## config.mk

```make
export PLATFORM = sky130hd
export DESIGN_NAME = mem_axi_rd_arbiter
export DESIGN_NICKNAME = d
export VERILOG_FILES = /design/src/rtl/mem_arb_pkg.sv /design/src/rtl/mem_rr_pick.sv /design/src/rtl/mem_axi_rd_arbiter.sv
export SDC_FILE = /design/constraint.sdc
export NUM_CORES = 1
export LEC_CHECK = 0
export CORE_UTILIZATION = 37
export CTS_CLUSTER_DIAMETER = 30
export CTS_CLUSTER_SIZE = 20
export DETAILED_ROUTE_END_ITERATION = 10
export GPL_TIMING_DRIVEN = 0
export PLACE_DENSITY_LB_ADDON = 0.3
export SLEW_MARGIN = 20
export SYNTH_ARGS = -nofsm -noshare
export SYNTH_HDL_FRONTEND = slang
export SYNTH_SLANG_ARGS = --single-unit
```

## constraint.sdc

```tcl
create_clock -name mig_clk -period 2 [get_ports mig_clk]
set_input_delay 0.4 -clock mig_clk [delete_from_list [all_inputs] [get_ports mig_clk]]
set_output_delay 0.4 -clock mig_clk [all_outputs]
set_load 0.01 [all_outputs]
```

## src/rtl/mem_arb_pkg.sv

```systemverilog
// Shared types for the MIG read-port arbiter: FSM state encoding and the captured AR request.
// The struct field widths set the largest ID/address width the arbiter can carry.
package mem_arb_pkg;

    localparam int AR_ID_W   = 7;
    localparam int AR_ADDR_W = 32;

    typedef enum logic [1:0] {
        ARB_IDLE,
        ARB_ADDR,
        ARB_DATA
    } arb_state_t;

    typedef struct packed {
        logic [AR_ID_W-1:0]   id;
        logic [AR_ADDR_W-1:0] addr;
        logic [7:0]           len;
        logic [2:0]           size;
        logic [1:0]           burst;
    } ar_req_t;

    function automatic int rr_next(input int idx, input int n);
        return (idx + 1 >= n) ? 0 : idx + 1;
    endfunction

endpackage

```

## src/rtl/mem_rr_pick.sv

```systemverilog
// Combinational round-robin picker: first asserted request at or after ptr_i, wrapping at N.
module mem_rr_pick #(
    parameter int N     = 2,
    parameter int IDX_W = (N > 1) ? $clog2(N) : 1
) (
    input  logic [N-1:0]     req_i,
    input  logic [IDX_W-1:0] ptr_i,
    output logic [N-1:0]     gnt_o,
    output logic [IDX_W-1:0] idx_o,
    output logic             any_o
);

    int               j;
    logic [IDX_W-1:0] jj;

    // Scan from the farthest offset down so the nearest requester overwrites earlier hits.
    always_comb begin
        gnt_o = '0;
        idx_o = '0;
        any_o = 1'b0;
        j     = 0;
        jj    = '0;
        for (int k = N - 1; k >= 0; k--) begin
            j = int'(ptr_i) + k;
            if (j >= N) j = j - N;
            jj = IDX_W'(j);
            if (req_i[jj]) begin
                gnt_o     = '0;
                gnt_o[jj] = 1'b1;
                idx_o     = jj;
                any_o     = 1'b1;
            end
        end
    end

endmodule

```

## src/rtl/mem_axi_rd_arbiter.sv

```systemverilog
// Shares the MIG AXI4 read port among NUM_MST masters: round-robin grant, one burst in flight,
// R beats routed to the granted master, sticky burst-length and stray-beat error flags.
module mem_axi_rd_arbiter
    import mem_arb_pkg::*;
#(
    parameter int NUM_MST = 2,
    parameter int ADDR_W  = 32,
    parameter int DATA_W  = 32,
    parameter int ID_W    = 7
) (
    input  logic                      mig_clk,
    input  logic                      mig_aresetn,
    input  logic [NUM_MST-1:0]        s_arvalid,
    output logic [NUM_MST-1:0]        s_arready,
    input  logic [NUM_MST*ID_W-1:0]   s_arid,
    input  logic [NUM_MST*ADDR_W-1:0] s_araddr,
    input  logic [NUM_MST*8-1:0]      s_arlen,
    input  logic [NUM_MST*3-1:0]      s_arsize,
    input  logic [NUM_MST*2-1:0]      s_arburst,
    output logic [NUM_MST-1:0]        s_rvalid,
    input  logic [NUM_MST-1:0]        s_rready,
    output logic [DATA_W-1:0]         s_rdata,
    output logic [ID_W-1:0]           s_rid,
    output logic [1:0]                s_rresp,
    output logic                      s_rlast,
    output logic [ID_W-1:0]           m_arid,
    output logic [ADDR_W-1:0]         m_araddr,
    output logic [7:0]                m_arlen,
    output logic [2:0]                m_arsize,
    output logic [1:0]                m_arburst,
    output logic                      m_arvalid,
    input  logic                      m_arready,
    input  logic [ID_W-1:0]           m_rid,
    input  logic [DATA_W-1:0]         m_rdata,
    input  logic [1:0]                m_rresp,
    input  logic                      m_rlast,
    input  logic                      m_rvalid,
    output logic                      m_rready,
    output logic                      err_len,
    output logic                      err_stray
);

    localparam int IDX_W = (NUM_MST > 1) ? $clog2(NUM_MST) : 1;

    arb_state_t       state_q;
    logic [IDX_W-1:0] rr_ptr_q;
    logic [IDX_W-1:0] gnt_idx_q;
    ar_req_t          ar_q;
    ar_req_t          ar_d;
    logic             m_arvalid_q;
    logic [8:0]       beat_cnt_q;
    logic [7:0]       exp_len_q;
    logic             err_len_q;
    logic             err_stray_q;

    logic [NUM_MST-1:0] pick_gnt;
    logic [IDX_W-1:0]   pick_idx;
    logic               pick_any;
    logic               r_hs;

    mem_rr_pick #(
        .N     (NUM_MST),
        .IDX_W (IDX_W)
    ) u_pick (
        .req_i (s_arvalid),
        .ptr_i (rr_ptr_q),
        .gnt_o (pick_gnt),
        .idx_o (pick_idx),
        .any_o (pick_any)
    );

    always_comb begin
        ar_d = '0;
        for (int i = 0; i < NUM_MST; i++) begin
            if (pick_idx == IDX_W'(i)) begin
                ar_d.id    = AR_ID_W'(s_arid[i*ID_W +: ID_W]);
                ar_d.addr  = AR_ADDR_W'(s_araddr[i*ADDR_W +: ADDR_W]);
                ar_d.len   = s_arlen[i*8 +: 8];
                ar_d.size  = s_arsize[i*3 +: 3];
                ar_d.burst = s_arburst[i*2 +: 2];
            end
        end
    end

    assign s_arready = (state_q == ARB_IDLE) ? pick_gnt : '0;
    assign m_rready  = (state_q == ARB_DATA) && s_rready[gnt_idx_q];
    assign r_hs      = (state_q == ARB_DATA) && m_rvalid && m_rready;

    always_comb begin
        s_rvalid = '0;
        if (state_q == ARB_DATA) s_rvalid[gnt_idx_q] = m_rvalid;
    end

    always_ff @(posedge mig_clk or negedge mig_aresetn) begin
        if (!mig_aresetn) begin
            state_q     <= ARB_IDLE;
            rr_ptr_q    <= '0;
            gnt_idx_q   <= '0;
            ar_q        <= '0;
            m_arvalid_q <= 1'b0;
            beat_cnt_q  <= '0;
            exp_len_q   <= '0;
            err_len_q   <= 1'b0;
            err_stray_q <= 1'b0;
        end else begin
            if (m_rvalid && state_q != ARB_DATA) err_stray_q <= 1'b1;
            case (state_q)
                ARB_IDLE: begin
                    if (pick_any) begin
                        gnt_idx_q   <= pick_idx;
                        ar_q        <= ar_d;
                        m_arvalid_q <= 1'b1;
                        state_q     <= ARB_ADDR;
                    end
                end
                ARB_ADDR: begin
                    if (m_arready) begin
                        m_arvalid_q <= 1'b0;
                        beat_cnt_q  <= '0;
                        exp_len_q   <= ar_q.len;
                        state_q     <= ARB_DATA;
                    end
                end
                ARB_DATA: begin
                    if (r_hs) begin
                        beat_cnt_q <= beat_cnt_q + 9'd1;
                        if (m_rlast) begin
                            if (beat_cnt_q != {1'b0, exp_len_q}) err_len_q <= 1'b1;
                            rr_ptr_q <= IDX_W'(rr_next(int'(gnt_idx_q), NUM_MST));
                            state_q  <= ARB_IDLE;
                        end else if (beat_cnt_q == {1'b0, exp_len_q}) begin
                            // Final expected beat without rlast: flag it, keep draining until rlast.
                            err_len_q <= 1'b1;
                        end
                    end
                end
                default: state_q <= ARB_IDLE;
            endcase
        end
    end

    assign m_arvalid = m_arvalid_q;
    assign m_arid    = ID_W'(ar_q.id);
    assign m_araddr  = ADDR_W'(ar_q.addr);
    assign m_arlen   = ar_q.len;
    assign m_arsize  = ar_q.size;
    assign m_arburst = ar_q.burst;

    assign s_rdata   = m_rdata;
    assign s_rid     = m_rid;
    assign s_rresp   = m_rresp;
    assign s_rlast   = m_rlast;

    assign err_len   = err_len_q;
    assign err_stray = err_stray_q;

endmodule

```

==> results.py, run 1 <==
metrics = {
    "cts": {
        "cts_hold_buf": 0,
        "clkSinkCount": 76,
        "cts-root-buf": "clkbuf_8",
        "h-tree-depth": 3,
        "cts_buffer_depth": 2,
        "path_clk_slew_ns": 0.09,
        "worstSkewPairLatency_ns": 0.35,
        "cts_tree": "yes",
        "cts_buffers": 9,
    },
    "timing": {
        "worstMarginPinSlew_ns": 0.563,
        "hold_violations": 0,
        "min_period_ns": 1.95,
        "drv_slew": 0,
        "fin_crit_sh": 0.973,
        "max_slew_margin": 0.624,
        "fin_worst_skew_ns": 0.0126,
        "setup_viol": 0,
        "holdWs_ns": 0.0200,
        "clock.fmax_mhz": 514,
        "rsz0062_at_grt": "false",
    },
    "floorplanning": {
        "die_h_um": 105,
        "ioPinCount": 256,
        "initial_core_util": 0.381,
        "num_rows": 37,
        "core-area_sq_um": 10300,
        "die_w_um": 105,
        "die-area_sq_um": 11000,
    },
    "placed_design": {
        "gp_congestion": 0.828,
        "port_buffers": 214,
        "dp_hpwl_mm": 8.86,
    },
    "logic_synthesis": {
        "synth_fp_nets": 550,
        "syn_inst": 395,
        "syn_avg_cell_area_sq_um": 9.91,
        "synthMuxAreaShare": 0.142,
        "synth_xor_area_frac": 0.0269,
        "yosysSeqAreaShare": 0.486,
        "synthAdderAreaFrac": 0.00320,
        "syn-cell-area_sq_um": 3910,
        "synth_edf_count": 0,
        "synth-compound-area-share": 0.0959,
        "synth_seq_cells": 76,
        "yosysWarnings": 0,
        "synth_top_family_by_area": "multiplexers",
        "async_flop_share": 1.00,
        "synth_cell_types": 38,
        "synth_flop_cell": "dfrtp_1",
        "synthSimpleGateAreaFrac": 0.133,
    },
    "setup_path": {
        "worstReg2RegStart": "state_q[1]",
        "worstSetupPathType": "primary input to primary output",
        "crit_fanout": 3,
        "crit_path_end_kind": "primary output",
        "worstPathArrival_ns": 1.55,
        "critPathRequiredTime_ns": 1.60,
        "cp-endpoint": "s_rlast",
        "startpoint_type": "primary input",
        "regToRegSetupSlack_ns": 0.27,
        "timing.rr.end": "m_araddr[2]",
        "ff2ff_path_depth": 6,
        "crit_path_start": "m_rlast",
    },
    "job": {
        "maxCapViolCount": 0,
    },
    "worst_hold_path": {
        "hold_path_class": "primary input to async pin",
    },
    "route": {
        "routed_wl_mm": 11.4,
        "vias": 3628,
        "drt_first_pass_iters": 4,
        "first_iter_violations": 81,
        "drc_errors": 0,
        "vias_per_cell": 4.75,
        "antenna_left": 0,
        "drt-wirelength-per-cell_um": 14.9,
    },
    "cells_and_area": {
        "mostFrequentLayoutCell": "clkdlybuf4s50_1",
        "drive_above_1_share": 0.137,
        "diodes": 0,
        "area_growth_pct": 66.2,
        "final_cell_mix": "clkdlybuf4s50_1 (208), dfrtp_1 (73), nor2_1 (62)",
        "nets": 779,
    },
    "grt": {
        "grt_start_max_net_pins": 40,
        "grt_pass1_wl_mm": 18.0,
        "grt_pass1_vias": 3593,
        "grtUsageTotal": 0.209,
        "antenna_found_initial": 0,
        "overflow": 0,
    },
    "power": {
        "irDropWorstVdd_uv": 712,
        "powerDensity_nw_per_um2": 1190,
        "p_leak_nw": 2.93,
        "power_mw": 7.76,
    },
    "run_status": {
        "outcome": "finished clean",
    },
}
[worst max-delay path: stages]
cell	delay, ns
clkdlybuf4s50_1	0.51
buf_4	0.12
clkdlybuf4s50_1	0.52
[per-stage QoR]
stage	instance area [sq um]	utilization	instances	setup TNS [ns]	setup WS (ns)
global route	6500	0.633	764	0	0.00992
floorplan	3910	-	395	0	0.537
CTS	6510	0.633	764	0	0.0118
detailed placement	6240	0.607	746	-7.86	-0.451
finish	6500	0.633	764	0	0.0546
global placement	6220	0.606	745	-165.94	-2.12
[cell usage after synthesis, types with 2 or more instances]
master / count / area [sq um]
a21o_1: 3 / 22.5
a21oi_1: 56 / 280
buf_2: 6 / 30.0
buf_4: 47 / 353
clkbuf_1: 8 / 30.0
dfrtp_1: 76 / 1900
inv_1: 2 / 7.51
mux2i_1: 54 / 541
nand2_1: 30 / 113
nand3_1: 3 / 15.0
nand3b_1: 2 / 15.0
nand4_1: 4 / 25.0
nor2_1: 62 / 233
nor3_1: 3 / 15.0
o21ai_0: 5 / 25.0
or3_1: 2 / 12.5
xnor2_1: 8 / 70.1
xor2_1: 4 / 35.0
[cell type report]
class                      instances  area, sq um
tap                              136          170
clock inverter                     4         72.6
multi-input combinational        254         1590
buffer                            63          438
sequential                        76         1910
timing repair buffer             218         2170
clock buffer                      11          151
fill                             873         3770
inverter                           2         7.51
[flip-flops by register name, indices dropped and copies added (netlist names)]
name        count
err_stray       1
m_arsize        3
state_q         2
m_araddr       32
gnt_idx_q       1
exp_len_q       8
m_arburst       2
m_arvalid       1
rr_ptr_q        1
beat_cnt_q      9
err_len         1
m_arid          7
m_arlen         8
[power by group]
part           internal (mW)  switching (mW)  total (mW)
combinational           1.98            1.73        3.72
clock                  0.762           0.567        1.33
sequential              2.23           0.486        2.71
total                   4.98            2.79        7.76
[worst min path at each step]
stage | from | endpoint | slack, ns | depth (start not counted)
finish | mig_aresetn | beat_cnt_q[1] | 0.02 | 1
global route | mig_aresetn | err_stray | 0.04 | 1
CTS | mig_aresetn | err_stray | 0.03 | 1
detailed placement | mig_aresetn | err_stray | 0.41 | 1
global placement | err_stray | err_stray | 0.44 | 1
floorplan | mig_aresetn | beat_cnt_q[0] | 0.10 | 0
[cells by family after synthesis]
logic type      Yosys count
compound gates           70
flops                    76
mux                      55
simple gates            116
fa+ha+maj                 1
buf+inv                  65
xor+xnor                 12
[metal layers]
| metal | up-vias | global-route usage | routed length, um | part of all wire |
|---|---|---|---|---|
| met5 | - | 0 | 0 | 0 |
| met4 | 0 | 0.0755 | 165 | 0.015 |
| met3 | 14 | 0.0618 | 976 | 0.086 |
| met2 | 155 | 0.362 | 5680 | 0.50 |
| met1 | 1699 | 0.246 | 4530 | 0.40 |
| li1 | 1760 | - | - | - |
[repair_timing]
item | CTS | global route
pin swaps | 0 | 0
setup buffers | 3 | 0
endpoints found under the setup margin | 5 | 1
cloned | 0 | 0
resized for setup | 13 | 2
No activity file was read; power rests on OpenSTA's default activity.
==> inputs of run 2 (changes only) <==
--- a/config.mk
+++ b/config.mk
@@ -5,13 +5,13 @@
 export SDC_FILE = /design/constraint.sdc
 export NUM_CORES = 1
 export LEC_CHECK = 0
+export CORE_ASPECT_RATIO = 0.75
 export CORE_UTILIZATION = 37
 export CTS_CLUSTER_DIAMETER = 30
 export CTS_CLUSTER_SIZE = 20
 export DETAILED_ROUTE_END_ITERATION = 10
 export GPL_TIMING_DRIVEN = 0
 export PLACE_DENSITY_LB_ADDON = 0.3
-export SLEW_MARGIN = 20
 export SYNTH_ARGS = -nofsm -noshare
 export SYNTH_HDL_FRONTEND = slang
 export SYNTH_SLANG_ARGS = --single-unit
==> results.py, run 2 (same netlist as run 1, synthesis figures left out) <==
metrics = {
    "route": {
        "vias_per_cell": 4.75,
        "drt-wirelength-per-cell_um": 14.8,
        "vias": 3624,
        "antenna_left": 0,
        "drt_first_pass_iters": 4,
        "drc_errors": 0,
        "first_iter_violations": 143,
        "routed_wl_mm": 11.3,
    },
    "placed_design": {
        "port_buffers": 214,
        "post-place-ws_ns": -0.414,
        "placed_cell_area_sq_um": 6250,
        "dp_hpwl_mm": 8.71,
        "gp_congestion": 0.755,
    },
    "job": {
        "maxCapViolCount": 0,
    },
    "cts": {
        "clkSinkCount": 76,
        "cts-root-buf": "clkbuf_16",
        "cts_buffer_depth": 2,
        "cts_tree": "yes",
        "h-tree-depth": 3,
        "path_clk_slew_ns": 0.06,
        "cts_hold_buf": 0,
        "cts_buffers": 9,
        "worstSkewPairLatency_ns": 0.33,
    },
    "power": {
        "pwr-share-seq": 0.329,
        "power_mw": 8.27,
        "powerDensity_nw_per_um2": 1250,
        "clockPowerShare": 0.223,
        "p_comb_frac": 0.448,
        "switching_share": 0.342,
        "p_sw_mw": 2.83,
        "intPower_mw": 5.44,
        "irDropWorstVdd_uv": 722,
        "p_leak_nw": 2.99,
    },
    "floorplanning": {
        "core-area_sq_um": 10300,
        "ioPinCount": 256,
        "die_w_um": 121,
        "die_h_um": 91.1,
        "num_rows": 32,
        "initial_core_util": 0.380,
        "die-area_sq_um": 11000,
    },
    "grt": {
        "grt.busiest_layer": "met2",
        "use_met1": 0.259,
        "overflow": 0,
        "grt_start_max_net_pins": 49,
        "grt_pass1_wl_mm": 17.7,
        "antenna_found_initial": 0,
        "grt_pass1_vias": 3633,
        "met3_usage": 0.0653,
        "grt_util_met2": 0.345,
        "grtUsageTotal": 0.206,
    },
    "setup_path": {
        "worstSetupPathType": "primary input to primary output",
        "critPathRequiredTime_ns": 1.60,
        "regToRegSetupSlack_ns": 0.23,
        "startpoint_type": "primary input",
        "crit_path_end_kind": "primary output",
        "crit_fanout": 3,
        "worstPathArrival_ns": 1.55,
    },
    "cells_and_area": {
        "area_growth_pct": 68.9,
        "mostFrequentLayoutCell": "clkdlybuf4s50_1",
        "fin_util": 0.642,
        "drive_above_1_share": 0.134,
        "final_cell_mix": "clkdlybuf4s50_1 (208), dfrtp_1 (74), nor2_1 (62)",
        "largest_reg_flops": 32,
        "diodes": 0,
        "stdcell_area_sq_um": 6610,
        "nets": 778,
        "fill_cells": 858,
    },
    "timing": {
        "setup_viol": 0,
        "rsz0062_at_grt": "false",
        "worstMarginPinSlew_ns": 0.600,
        "max_slew_margin": 0.600,
        "fin_worst_skew_ns": 0.00488,
        "clock.fmax_mhz": 512,
        "fin_ws_ns": 0.0486,
        "fin_crit_sh": 0.976,
        "drv_slew": 0,
        "setup_tns_ns": 0,
        "hold_violations": 0,
        "min_period_ns": 1.95,
    },
    "run_status": {
        "outcome": "finished clean",
    },
    "worst_hold_path": {
        "hold_path_class": "primary input to async pin",
    },
}
==> run 2: metrics by stage <==
stage	hold WS, ns	instances
4_1_cts	0.00232	763
2_1_floorplan	0.104	395
3_3_place_gp	0.446	745
5_1_grt	0.0199	763
6_report	0.000487	763
3_5_place_dp	0.355	746
==> run 2: path summary, 6_finish.rpt <==
path | from | endpoint | depth (start not counted)
worst max-delay path | m_rlast | s_rlast | 3
worst min-delay path | mig_aresetn | exp_len_q[3] | 1
worst max register to register | state_q[1] | m_araddr[2] | 6
worst min register to register | m_arvalid | m_arvalid | 1
max in group asynchronous | mig_aresetn | state_q[0] | 2
min in group mig_clk | m_arvalid | m_arvalid | 1
==> run 2: what timing repair did <==
| item | in CTS | in global routing |
|---|---|---|
| gates resized for setup | 12 | 1 |
| pin swaps | 0 | 0 |
| endpoints found under the setup margin | 5 | 1 |
| setup buffers | 2 | 0 |
==> run 2: final cells by class <==
class                   instances  area [sq um]  area share
repair buffers                217          2170       0.329
flip-flops and latches         76          1900       0.288
multi-input cells             254          1580       0.239
plain buffers                  63           438      0.0663
clock buffers                  10           239      0.0362
well taps                     136           170      0.0258
clock inverters                 5           100      0.0151
inverters                       2          7.51     0.00114
==> run 2: power by group through the flow <==
stage	clock network, mW	registers [mW]	logic (mW)
2_1_floorplan	0	2.90	1.55
3_3_place_gp	0	2.70	3.65
3_5_place_dp	0	2.73	3.72
4_1_cts	1.89	2.72	3.75
5_1_grt	1.94	2.82	4.06
6_report	1.85	2.72	3.71
==> run 2: per-layer routing <==
metal | vias up | wire length [um]
met1 | 1709 | 4740
li1 | 1749 | -
met2 | 153 | 5480
met4 | 0 | 131
met3 | 13 | 933
met5 | - | 0
==> run 2: worst max-delay path, stage by stage <==
cell             delay (ns)
clkdlybuf4s50_1        0.51
buf_4                  0.12
clkdlybuf4s50_1        0.52
==> edit 1, RTL diff (flow settings as in run 1) <==
Encoding of `arb_state_t`: now one-hot (3 bits for 3 states).
--- a/src/rtl/mem_arb_pkg.sv
+++ b/src/rtl/mem_arb_pkg.sv
@@ -7,6 +7,6 @@
 
-    typedef enum logic [1:0] {
-        ARB_IDLE,
-        ARB_ADDR,
-        ARB_DATA
+    typedef enum logic [2:0] {
+        ARB_IDLE = 3'b001,
+        ARB_ADDR = 3'b010,
+        ARB_DATA = 3'b100
     } arb_state_t;
Check against the original RTL: no difference found for any inputs over 4 cycles, from zero or initial values and one cycle with mig_aresetn low; so few cycles prove little.
==> edit 1 against run 1 <==
The run now ends with negative setup slack left. Area after synthesis increased by 4.1%. Sequential share of layout area down 0.18 points. Sequential cell count rose by 1. Power down 1.9%. Global-route usage decreased by 0.45 points. Wire length is 2.9% higher. Worst setup slack worse by 0.14 ns. Cell area rose by 1.9%. Clock skew decreased by 0.0057 ns. Die area increased by 4.0%. Critical path type is now reg2out. Largest power group unchanged. Highest routed layer unchanged.
==> edit 1: results (changes against run 1) <==
- Status: complete, but fails checks
- Failing checks: negative setup slack
- Register bit count reported by yosys: 77 (+1.3%)
- Leakage: 2.97 nW (+1.2%)
- Reg2Reg Setup Slack: 0.10 ns (-0.17 ns)
- Setup ws final: -0.0835 ns (-0.138 ns)
- Synth top area cells: dfrtp_1, mux2i_1, buf_4
- GR Util All Layers: 0.205 (-0.00449)
- RR Endpoint: m_araddr[31]
- Inverters, non-clock: 5 (+3)
- Mux contribution to synthesized area: 0.155 (+0.0132)
- Detailed placement HPWL: 9250 um (+4.4%)
- Mapped Nets: 547 (-0.55%)
- Clock power share: 0.134 (-0.037)
- First DRT Iteration DRCs: 73 (-9.9%)
- FF/Latch Area: 1930 um2 (+1.2%)
- # setup viols final: 1 (+1)
- XOR/XNOR Fraction of Synth Area: 0.0301 (+0.00324)
- Switching Share: 0.359 (-0.000550)
- WL met3: 950 um (-2.7%)
- Power Density: 1150 nW/um2 (-3.8%)
- RePlAce Congestion: 0.810 (-2.1%)
- CP max-delay cell: dfstp_2
- Met1 WL: 4250 um (-6.1%)
- Multi-input gate count: 245 (-3.5%)
- Largest net degree at the start of global routing: 46 (+15%)
- Slew HR: 0.693 (+0.0683)
- Vias in the first global route: 3,713 (+3.3%)
- Max stage delay on crit path: 0.57 ns (+0.05 ns)
- # fillers: 861 (-1.4%)
- Clock Skews: 0.00695 ns (-0.00566 ns)
- Crit path kind: reg2out
- Layout cells sized above 1: 0.190 (+0.0528)
- Grt met2 use: 0.378 (+0.0160)
- Met3 Track Usage GR: 0.0596 (-0.00218)
- Worst setup path endpoint: s_arready[0]
- CP top delay family: flip-flops
## edit 1: cell types whose count changed after synthesis, sizes merged, moves of 4 or more
cell	run 1	this run
xor2	4	8
buf	53	64
nand2	30	4
mux2	1	9
clkbuf	9	1
nor2	62	70
## edit 1: worst reg2reg max path: stages (launching register included)
cell     delay (ns)
dfstp_2        0.57
or3b_4         0.42
buf_4          0.18
nor2_8         0.19
buf_8          0.18
buf_6          0.17
a21oi_1        0.08
## edit 1: metrics by stage
stage               setup TNS (ns)  hold WS, ns  setup slack, ns  std cells  utilization
global route                -0.167       0.0282           -0.152        758        0.630
CTS                         -0.141      0.00973          -0.0933        759        0.628
global placement           -185.82        0.440            -2.21        742        0.608
detailed placement          -18.31        0.378           -0.828        743        0.610
finish                     -0.0835      0.00444          -0.0835        758        0.630
floorplan                        0        0.104            0.209        392            -
==> edit 2, RTL diff (flow settings as in run 1) <==
Without the edit above. Change the parameter `ID_W` from 7 to 14.
--- a/src/rtl/mem_axi_rd_arbiter.sv
+++ b/src/rtl/mem_axi_rd_arbiter.sv
@@ -8,3 +8,3 @@
     parameter int DATA_W  = 32,
-    parameter int ID_W    = 7
+    parameter int ID_W    = 14
 ) (
Ports: changed (resized m_arid, m_rid, s_arid and s_rid); port bits go from 256 to 291. No check against the original RTL was run, so the function may have changed too.
==> edit 2 against run 1 <==
Power up 0.54%. Maximum frequency decreased by 0.75%. First-iteration DRC count grew 52%. Worst setup slack got worse by 0.015 ns. Global-route usage about the same. Sequential cell count unchanged. Cell area grew 3.1%. Wire length grew 4.7%. Area after synthesis rose by 2.8%. Critical endpoint unchanged. Largest power group unchanged. Highest routed layer unchanged.
==> edit 2: results (changes against run 1) <==
- Grt met2 use: 0.375 (+0.0124)
- Max stage delay on crit path: 0.52 ns (about the same)
- Synth top area cells: dfrtp_1, mux2i_1, buf_4
- Post-synthesis cell type count: 39 (+2.6%)
- Slew HR: 0.624 (about the same)
- Largest net degree at the start of global routing: 43 (+7.5%)
- Post-CTS setup buffers: 2 (-1)
- Max layer used: met4
- RePlAce Congestion: 0.811 (-2.0%)
- Met3 Track Usage GR: 0.0595 (-0.00229)
- RR Endpoint: m_arsize[2]
- First-pass GRT wire length: 18,400 um (+2.1%)
- Status: finished, final reports clean
- Top cells by count, synth: dfrtp_1, nor2_1, buf_4
- WL met3: 1040 um (+6.7%)
- H-tree lvl count: 3 (unchanged)
- Port bufs: 221 (+3.3%)
- Reg2Reg Setup Slack: 0.30 ns (+0.03 ns)
- Worst setup path endpoint: s_rlast
- Leakage: 3.06 nW (+4.3%)
- Clock power share: 0.169 (-0.002)
- Clock Tree Root: clkbuf_8
- DR pass1 iterations: 4 (unchanged)
- Antenna diode count: 0 (unchanged)
- Layout cells sized above 1: 0.152 (+0.0155)
- HP Class: in2async
- Reg-to-reg startpoint: state_q[1]
- Final WL: 11,900 um (+4.7%)
- Met1 WL: 4420 um (-2.3%)
- Cts bufs inserted: 9 (unchanged)
- Met1 Use GR: 0.234 (-0.0116)
- Initial antenna violation count: 0 (unchanged)
- Detailed placement HPWL: 9500 um (+7.2%)
- Total gr overflow: 0 (unchanged)
- YS warnings: 0 (unchanged)
- Clock Skews: 0.0107 ns (-0.00190 ns)
- Asr flop ratio synth: 1.00 (unchanged)
- CTS clk-pin slew, worst paths: roughly 0.08 ns
- Register area share after synthesis: 0.473 (-0.0132)
- Worst-Skew Late Latency: 0.34 ns
- Remaining DRCs: 0 (unchanged)
- P_comb: 3.76 mW (+1%)
- Max Clock Freq: 510 MHz (-0.75%)
- Nets@finish: 828 (+6.3%)
- Hold Slack: 0.0527 ns (+0.0327 ns)
- Psw: 2.81 mW (+0.73%)
- First DRT Iteration DRCs: 123 (+52%)
- Worst Setup SP: m_rlast
- CTS max path bufs: 2 (unchanged)
- Via Count: 3,753 (+3.4%)
- CP top delay family: buffers and inverters
- Critical path arrival: about 1.6 ns
- Power Density: 1160 nW/um2 (-2.5%)
- Metal2 WL: 6200 um (+9.2%)
- Final Core Density: 0.644 (+0.0111)
- Dpl ws: -0.420 ns (+0.0303 ns)
- GR Util All Layers: 0.210 (+0.000324)
- Peak VDD IR: 583 uV (-18%)
- CTS-repair resized insts: 17 (+4)
- CP max-delay cell: clkdlybuf4s50_1
## edit 2: cell count changes after synthesis
cell	before	now
conb_1	0	1
buf_4	47	61
## edit 2: stage by stage
stage,instance area (um2),instances
6_report,6710,792
5_1_grt,6710,792
4_1_cts,6700,791
3_5_place_dp,6440,774
3_3_place_gp,6430,773
2_1_floorplan,4040,416
## edit 2: cell families after synthesis
family	Yosys count	synth area share
and+or+nand+nor	116	0.129
xor gates and xnor gates	12	0.0261
other	1	0.000933
adders and majority gates	1	0.00311
buffers and inverters	79	0.136
AOI/OAI and AO/OA	70	0.0933
muxes	55	0.138
DFF	76	0.473
## edit 2: final cells by class
cell class | count | area (um2)
Buffer | 77 | 547
Clock buffer | 11 | 151
Clock inverter | 4 | 72.6
Fill cell | 872 | 3710
Inverter | 2 | 7.51
Multi-Input combinational cell | 261 | 1610
Sequential cell | 76 | 1900
Tap cell | 136 | 170
Timing Repair Buffer | 225 | 2250
